<file path="src/rtl/multicycle_ctrl.sv">
// multicycle_ctrl
//   Multi-cycle sequencer for the MIPS-subset core (lui, addi, add, lw, sw,
//   beq, j, sllv). Steps one instruction at a time through a shared datapath
//   and handshakes a variable-latency memory with a timeout watchdog.
//
// Ports
//   clk, rst           clock (rising edge), synchronous active-high reset
//   run                keep issuing instructions; 0 stops at the next boundary
//   opcode, func       IR[31:26], IR[5:0]; stable from DECODE to next FETCH
//   zero               ALU zero flag, valid in EXEC
//   mem_ready          memory completes the current request this cycle
//   imem_req, ir_we    instruction fetch request / IR load strobe
//   pc_we, pc_src      PC update strobe and source (00 +4, 01 branch, 10 jump)
//   c1, c2, c3, cA     datapath selects and one-hot ALU op
//   dmem_req, dmem_we  data memory request / write
//   reg_we             register-file write strobe
//   state              current state encoding (debug)
//   halted             reserved instruction trapped (sticky)
//   timeout_err        memory handshake timed out (sticky)
//   retired            completed instruction count, wraps
//
// state  | meaning
// -------+----------------------------------------------------------
// IDLE   | waiting for run
// FETCH  | instruction fetch, wait for mem_ready
// DECODE | classify instruction; j completes here
// EXEC   | ALU operation; beq completes here
// MEM    | data memory access, wait for mem_ready; sw completes here
// WB     | register write-back; completes lui/addi/add/sllv/lw
// HALT   | reserved instruction trapped, held until reset
// ERR    | memory timeout, held until reset
module multicycle_ctrl #(
    parameter int MEM_TIMEOUT = 15,
    parameter int CNT_W       = 32
) (
    input  logic             clk,
    input  logic             rst,
    input  logic             run,
    input  logic [5:0]       opcode,
    input  logic [5:0]       func,
    input  logic             zero,
    input  logic             mem_ready,
    output logic             imem_req,
    output logic             ir_we,
    output logic             pc_we,
    output logic [1:0]       pc_src,
    output logic             c1,
    output logic             c2,
    output logic             c3,
    output logic [3:0]       cA,
    output logic             dmem_req,
    output logic             dmem_we,
    output logic             reg_we,
    output logic [2:0]       state,
    output logic             halted,
    output logic             timeout_err,
    output logic [CNT_W-1:0] retired
);

    localparam int TMO_W = $clog2(MEM_TIMEOUT + 1);

    typedef enum logic [2:0] {
        IDLE   = 3'd0,
        FETCH  = 3'd1,
        DECODE = 3'd2,
        EXEC   = 3'd3,
        MEM    = 3'd4,
        WB     = 3'd5,
        HALT   = 3'd6,
        ERR    = 3'd7
    } state_t;

    typedef enum logic [3:0] {
        T_NONE, T_LUI, T_ADDI, T_ADD, T_LW, T_SW, T_BEQ, T_J, T_SLLV
    } ityp_t;

    state_t           cur, nxt, nxt_instr;
    ityp_t            ityp, dec_typ;
    logic [TMO_W-1:0] tmo_cnt;
    logic             tmo_last;
    logic             retire;
    logic [3:0]       alu_ca;
    logic             alu_imm;

    always_comb begin
        dec_typ = T_NONE;
        case (opcode)
            6'b001111: dec_typ = T_LUI;
            6'b001000: dec_typ = T_ADDI;
            6'b100011: dec_typ = T_LW;
            6'b101011: dec_typ = T_SW;
            6'b000100: dec_typ = T_BEQ;
            6'b000010: dec_typ = T_J;
            6'b000000: begin
                if (func == 6'b100000)      dec_typ = T_ADD;
                else if (func == 6'b000100) dec_typ = T_SLLV;
            end
            default:   dec_typ = T_NONE;
        endcase
    end

    // ALU op and immediate-B select shared by EXEC and WB
    always_comb begin
        alu_ca  = 4'b0000;
        alu_imm = 1'b0;
        case (ityp)
            T_LUI:              begin alu_ca = 4'b0001; alu_imm = 1'b1; end
            T_ADDI, T_LW, T_SW: begin alu_ca = 4'b0010; alu_imm = 1'b1; end
            T_ADD:              alu_ca = 4'b0100;
            T_SLLV:             alu_ca = 4'b1000;
            default:            ;
        endcase
    end

    // Ready in the limit cycle still completes; only a miss there trips ERR
    assign tmo_last  = (tmo_cnt == TMO_W'(MEM_TIMEOUT - 1));
    assign nxt_instr = run ? FETCH : IDLE;
    assign state     = cur;

    always_comb begin
        nxt         = cur;
        imem_req    = 1'b0;
        ir_we       = 1'b0;
        pc_we       = 1'b0;
        pc_src      = 2'b00;
        c1          = 1'b0;
        c2          = 1'b0;
        c3          = 1'b0;
        cA          = 4'b0000;
        dmem_req    = 1'b0;
        dmem_we     = 1'b0;
        reg_we      = 1'b0;
        halted      = 1'b0;
        timeout_err = 1'b0;
        retire      = 1'b0;
        case (cur)
            IDLE: if (run) nxt = FETCH;
            FETCH: begin
                imem_req = 1'b1;
                if (mem_ready) begin
                    ir_we = 1'b1;
                    nxt   = DECODE;
                end else if (tmo_last) begin
                    nxt = ERR;
                end
            end
            DECODE: begin
                // j completes from the raw decode, before the type is latched
                if (dec_typ == T_NONE) begin
                    nxt = HALT;
                end else if (dec_typ == T_J) begin
                    pc_we  = 1'b1;
                    pc_src = 2'b10;
                    retire = 1'b1;
                    nxt    = nxt_instr;
                end else begin
                    nxt = EXEC;
                end
            end
            EXEC: begin
                cA = alu_ca;
                c1 = alu_imm;
                case (ityp)
                    T_BEQ: begin
                        pc_we  = 1'b1;
                        pc_src = zero ? 2'b01 : 2'b00;
                        retire = 1'b1;
                        nxt    = nxt_instr;
                    end
                    T_LW, T_SW: nxt = MEM;
                    default:    nxt = WB;
                endcase
            end
            MEM: begin
                dmem_req = 1'b1;
                dmem_we  = (ityp == T_SW);
                c1       = 1'b1;
                cA       = 4'b0010;
                if (mem_ready) begin
                    if (ityp == T_SW) begin
                        pc_we  = 1'b1;
                        retire = 1'b1;
                        nxt    = nxt_instr;
                    end else begin
                        nxt = WB;
                    end
                end else if (tmo_last) begin
                    nxt = ERR;
                end
            end
            WB: begin
                reg_we = 1'b1;
                cA     = alu_ca;
                c1     = alu_imm;
                c2     = (ityp == T_ADD) || (ityp == T_SLLV);
                c3     = (ityp == T_LW);
                pc_we  = 1'b1;
                retire = 1'b1;
                nxt    = nxt_instr;
            end
            HALT:    halted = 1'b1;
            ERR:     timeout_err = 1'b1;
            default: nxt = IDLE;
        endcase
    end

    always_ff @(posedge clk) begin
        if (rst) begin
            cur     <= IDLE;
            ityp    <= T_NONE;
            tmo_cnt <= '0;
            retired <= '0;
        end else begin
            cur <= nxt;
            if (cur == DECODE) ityp <= dec_typ;
            // Any state change clears the watchdog, so each FETCH/MEM starts fresh
            if (nxt != cur)
                tmo_cnt <= '0;
            else if ((cur == FETCH || cur == MEM) && !mem_ready)
                tmo_cnt <= tmo_cnt + 1'b1;
            if (retire) retired <= retired + CNT_W'(1);
        end
    end

endmodule
</file>
<file path="config.mk">
export PLATFORM = sky130hd
export DESIGN_NAME = multicycle_ctrl
export DESIGN_NICKNAME = d
export VERILOG_FILES = /design/src/rtl/multicycle_ctrl.sv
export SDC_FILE = /design/constraint.sdc
export NUM_CORES = 1
export LEC_CHECK = 0
export BUFFER_PORTS_ARGS = -buffer_cell sky130_fd_sc_hd__buf_2
export CAP_MARGIN = 25
export CORE_MARGIN = 2
export CORE_UTILIZATION = 35
export CTS_CLUSTER_DIAMETER = 50
export DETAILED_ROUTE_END_ITERATION = 16
export SLEW_MARGIN = 20
export SYNTH_ARGS = -nofsm -noshare
export SYNTH_HDL_FRONTEND = slang
export SYNTH_SLANG_ARGS = --single-unit
</file>
<file path="constraint.sdc">
create_clock -name clk -period 2.9 [get_ports clk]
set_input_delay 0.58 -clock clk [delete_from_list [all_inputs] [get_ports clk]]
set_output_delay 0.58 -clock clk [all_outputs]
set_load 0.01 [all_outputs]
</file>
==> After elaboration in Yosys (flattened, before gate mapping) <==
Cells that the tools add are included.
{ "op_classes": {"addsub": 2, "n_reduce_logical": 12, "eq_ne": 25, "muxes": 38} }
{ "ops": {"columns": ["operator", "count"], "rows": [
  ["32-bit by 1-bit adder with 32-bit output, second input constant", 1],
  ["4-bit case mux with 7 select lines", 1],
  ["1-bit 2-to-1 mux", 19],
  ["6-bit == test, second input constant", 3],
  ["3-bit 2-to-1 mux", 6],
  ["3-bit case mux with 6 select lines", 1],
  ["4-bit by 3-bit == test with 1-bit output, second input constant", 4],
  ["4-bit case mux with 4 select lines", 1],
  ["3-bit == test, second input constant", 4],
  ["6-bit by 3-bit == test with 1-bit output, second input constant", 2],
  ["6-bit by 4-bit == test with 1-bit output, second input constant", 2],
  ["4-bit by 2-bit == test with 1-bit output, second input constant", 2],
  ["4-bit == test, second input constant", 2],
  ["4-bit 2-to-1 mux", 2],
  ["4-bit case mux with 2 select lines", 1],
  ["3-bit by 2-bit == test with 1-bit output, second input constant", 2],
  ["6-bit by 2-bit == test with 1-bit output, second input constant", 1],
  ["6-bit zero test", 1],
  ["2-bit 2-to-1 mux", 3],
  ["3-bit case mux with 2 select lines", 1],
  ["2-bit OR reduction", 3],
  ["4-bit by 1-bit adder with 4-bit output, second input constant", 1],
  ["4-bit by 1-bit == test with 1-bit output, second input constant", 1],
  ["4-bit zero test", 1],
  ["other kinds (11)", 12]
]} }
{ "totals": {"register_bits": 43, "out_inout_bits": 52} }

==> Longest topological paths before layout <==
{ "logic_depth": {"word_depth": 10, "mapped_depth": 8, "mapped_depth_nobuf": 8} }

==> Worst setup path before layout <==
No wires, ideal clock.
{ "synth_timing": {"path_kind": "input -> register", "startpoint": "input port opcode[0]", "endpoint": "register retired[24]", "stages": 7, "path_slack_ns": 0.665, "arrival_ns": 2.112, "setup_time_ns": 0.123, "path_cell_list": "nor4_4 -> nand3_4 -> a211oi_4 -> nor2_2 -> buf_6 -> nor3b_2 -> mux2_1"} }
{ "synth_via": {"elab_chain_cells": 6, "elab_cells_between_ends": 13} }
{ "synth_rtl": {"columns": ["element", "line_no", "text"], "rows": [
  ["start: declaration", "39", "input logic [5:0] opcode,"],
  ["6-bit by 2-bit == test with 1-bit output (tied with other cells)", "87", "case (opcode)"],
  ["4-bit case mux with 7 select lines (*)", "87", null],
  ["4-bit by 3-bit == test with 1-bit output", "151", "end else if (dec_typ == T_J) begin"],
  ["1-bit 2-to-1 mux", "151", null],
  ["1-bit 2-to-1 mux (*)", "149", "if (dec_typ == T_NONE) begin"],
  ["1-bit case mux with 4 select lines (*)", "136", "case (cur)"],
  ["end signal: assignment", "221", "if (retire) retired <= retired + CNT_W'(1);"],
  ["end: declaration", "57", "output logic [CNT_W-1:0] retired"]
]} }
Mark *: on every way between the ends. The rest lies on a longest branch, timed or not.
A chain may end at the register's enable or synchronous reset.

==> Worst setup path after layout <==
{ "layout_timing": {"startpoint": "register ityp[3]", "endpoint": "output port pc_we"} }
{ "layout_via": {"elab_chain_cells": 4, "elab_cells_between_ends": 6} }
{ "layout_rtl": {"columns": ["element", "line_no", "text"], "rows": [
  ["start: declaration", "78", "ityp_t ityp, dec_typ;"],
  ["start signal: assignment", "215", "if (cur == DECODE) ityp <= dec_typ;"],
  ["4-bit by 3-bit == test with 1-bit output", "180", "if (ityp == T_SW) begin"],
  ["1-bit 2-to-1 mux", "180", null],
  ["1-bit 2-to-1 mux", "179", "if (mem_ready) begin"],
  ["1-bit case mux with 4 select lines (*)", "136", null],
  ["end: declaration", "45", "output logic pc_we,"]
]} }
Marks and branches as above.

==> summary.txt <==
Status: completed
Crit path launch type: flip-flop
Fin crit share: 90.6%
Clk pwr share: 41.4%
TritonCTS clock tree: built
Grt peak-use layer: met2
CTS Sinks: 43
Worst setup EP type: output pin
Relative slew slack: 36.9%
Core Region: 7610 µm²
Vias/cell: 5.19
Worst setup path startpoint: ityp[3]
Wire per inst: 13.2 µm
Largest stage delay, worst path: 490 ps
Sum Neg Setup Slack: 0 ps
Post-synth EDFFs: 0
Drc violations: 0
Initial antenna violation count: 0
Final HPWL DP: 4750 µm
Reg2reg setup slack: 600 ps
Setup CP Type: reg2out
Fillers: 813
I/O Pins: 69
Min-delay src: retired[1]
Diode count: 0
Largest cells by area after synthesis: dfxtp_1 32%, nor2_1 6.1%, xor2_1 5.5%
Worst EP arrival: 2050 ps
#FFs+latches synth: 43
Final net count: 408
Worst hold path class: reg2reg
Yosys top cell area share: 31.7%
Met1 GRT Util: 20.3%
RSZ-0062 raised after global routing: false
Total power: 1.35 mW
Global Route Usage Sum: 15.5%
Die ar.: 8480 µm²
P per Cell Area: 416 nW/µm²
Hold buffers post-CTS: 0
Hold EP: retired[1]
Setup Fix Bufs, Post-CTS: 0
Synth cell count leaders: 44 x nor2_1, 43 x dfxtp_1, 19 x nand2_1
FP Rows: 32
Worst Hold Depth: 2
Worst vdd ir: 0.219 mV
CP most frequent cell: nor2_1
P_leak: 1.38 nW
H-tree levels: 2
Met2 Track Usage GR: 25.6%
Layout cells sized above 1: 24.9%
CTS buffer count: 5
Crit Path Max Fanout: 10
Synthesized area: 2720 µm²
Dpl cells: 483
Endpoints failing setup: 0
Total number of vias: 2548
Final hold vios: 0
Pint: 1.01 mW
Clock transition at path regs: 80 ps
Worst R2R End: retired[31]
GR Util met3: 2.88%
Mapped Nets: 347
FF-to-FF Start: ityp[2]
Min Clock Period, post-route: 2630 ps
Worst-margin pin slew: 946 ps
RePlAce Congestion: 0.799
Clock root buffer: clkbuf_8
PortBufs: 68
Resized cells post-CTS: 0
Largest net degree at the start of global routing: 54
Reg2reg path depth: 6
Dominant cell type by area after synthesis: dfxtp_1
Synth Flop Type: dfxtp_1
Fmax: 380 MHz
Worst endpoint required time: 2320 ps
Post-Syn Instances: 327
Die Height: 92.1 µm
Worst path cell trace: and4bb_1 > a21oi_1 > nor2_1 > nor2_1 > inv_1 > buf_2
Initial DRT Pass Iterations: 4
Final Non-Filler Cells: 491
First-pass GRT wire length: 10800 µm
Number of global-route vias before repair: 2307
Crit-path slowest cell: dfxtp_1
Clock Skew: 6.84 ps
Syn_area_per_cell: 8.30 µm²
Antenna Violating Nets Remaining: 0
Initial DRC count: 86
Register share of total power: 46.3%
Synth Warn #: 0
Switch share: 25.2%
Worst skew pair latency: 300 ps
Slew Limit Fails: 0
Area delta synth->final: 19.9%
Post-synthesis sequential area ratio: 31.7%
CTS max path bufs: 2
P_sw: 0.341 mW
Die W: 92.1 µm
Starting Density: 35.7%
Fin util: 42.8%
Grt ovf: 0
Max_cap viols: 0
Logic pwr share: 12.3%
DRT Wirelength: 6500 µm
Top-count cell post-synth: nor2_1
Asr flop ratio synth: 0%
Unique cell type count in the Yosys netlist: 63
[flip-flops by register name, summed over array words and instances (netlist names)]
name     cells
retired     32
tmo_cnt      4
ityp         4
state        3
[per-layer routing]
layer / up-vias / part of all wire [%]
li1: 1311 / -
met1: 1177 / 47
met2: 54 / 48
met3: 6 / 4.2
met4: 0 / 0.92
met5: - / 0
[power by group through the flow]
stage / clock network [mW] / logic, mW / registers (mW)
2_1_floorplan: 0 / 0.126 / 0.626
3_3_place_gp: 0 / 0.166 / 0.640
3_5_place_dp: 0 / 0.168 / 0.640
4_1_cts: 0.576 / 0.169 / 0.627
5_1_grt: 0.595 / 0.188 / 0.631
6_report: 0.560 / 0.167 / 0.627
[metrics by stage]
stage | setup slack [ps] | area (µm²) | hold WS (ps)
floorplan | 665 | 2720 | 503
global placement | 358 | 3120 | 495
detailed placement | 315 | 3120 | 501
CTS | 240 | 3250 | 512
global route | 24.8 | 3250 | 539
finish | 272 | 3250 | 511
[how the worst max path moves through the flow]
| stage | to | slack, ps |
|---|---|---|
| 3_3_place_gp | retired[31] | 360 |
| 6_report | pc_we | 270 |
| 5_1_grt | pc_we | 20 |
| 2_1_floorplan | retired[24] | 660 |
| 4_1_cts | pc_we | 240 |
| 3_5_place_dp | retired[31] | 310 |
[critical path: cells and delay by family (launching register included)]
kind	cells	cell delay, ps
buffers and inverters	2	200
AND/OR/NAND/NOR	3	700
AO/OA/AOI/OAI	1	340
flip-flops	1	490
[area by class of cell]
class / count / area [µm²] / area share [%]
flip-flops and latches: 43 / 861 / 26.5
inverters: 8 / 30.0 / 0.923
repair buffers: 69 / 348 / 10.7
multi-input cells: 261 / 1760 / 53.9
clock inverters: 2 / 60.1 / 1.85
well taps: 102 / 128 / 3.92
clock buffers: 6 / 72.6 / 2.23
[cell families (layout without fill, tap and decap cells)]
family                   Yosys count  in the layout  synth area share [%]
flip-flops                        43             43                  31.7
XOR/XNOR                          21             21                  6.77
buffers and inverters             23             85                  3.64
AND/OR/NAND/NOR                  167            167                  37.3
adder cells (fa/ha/maj)            3              3                  1.38
AO/OA/AOI/OAI                     62             62                  15.9
multiplexers                       8              8                  3.32
[cells in the final DEF (no fill, tap or decap), drive strengths merged, types with 9 or more instances in the layout]
| master | Yosys | final |
|---|---|---|
| nand3 | 9 | 9 |
| nor3 | 13 | 13 |
| nor2 | 46 | 46 |
| dfxtp | 43 | 43 |
| nand2 | 19 | 19 |
| buf | 3 | 69 |
| a21oi | 16 | 16 |
| xor2 | 17 | 17 |
| o21ai | 17 | 17 |
| nor2b | 17 | 17 |
| nand4 | 10 | 10 |
(Power assumes the default switching activity.)
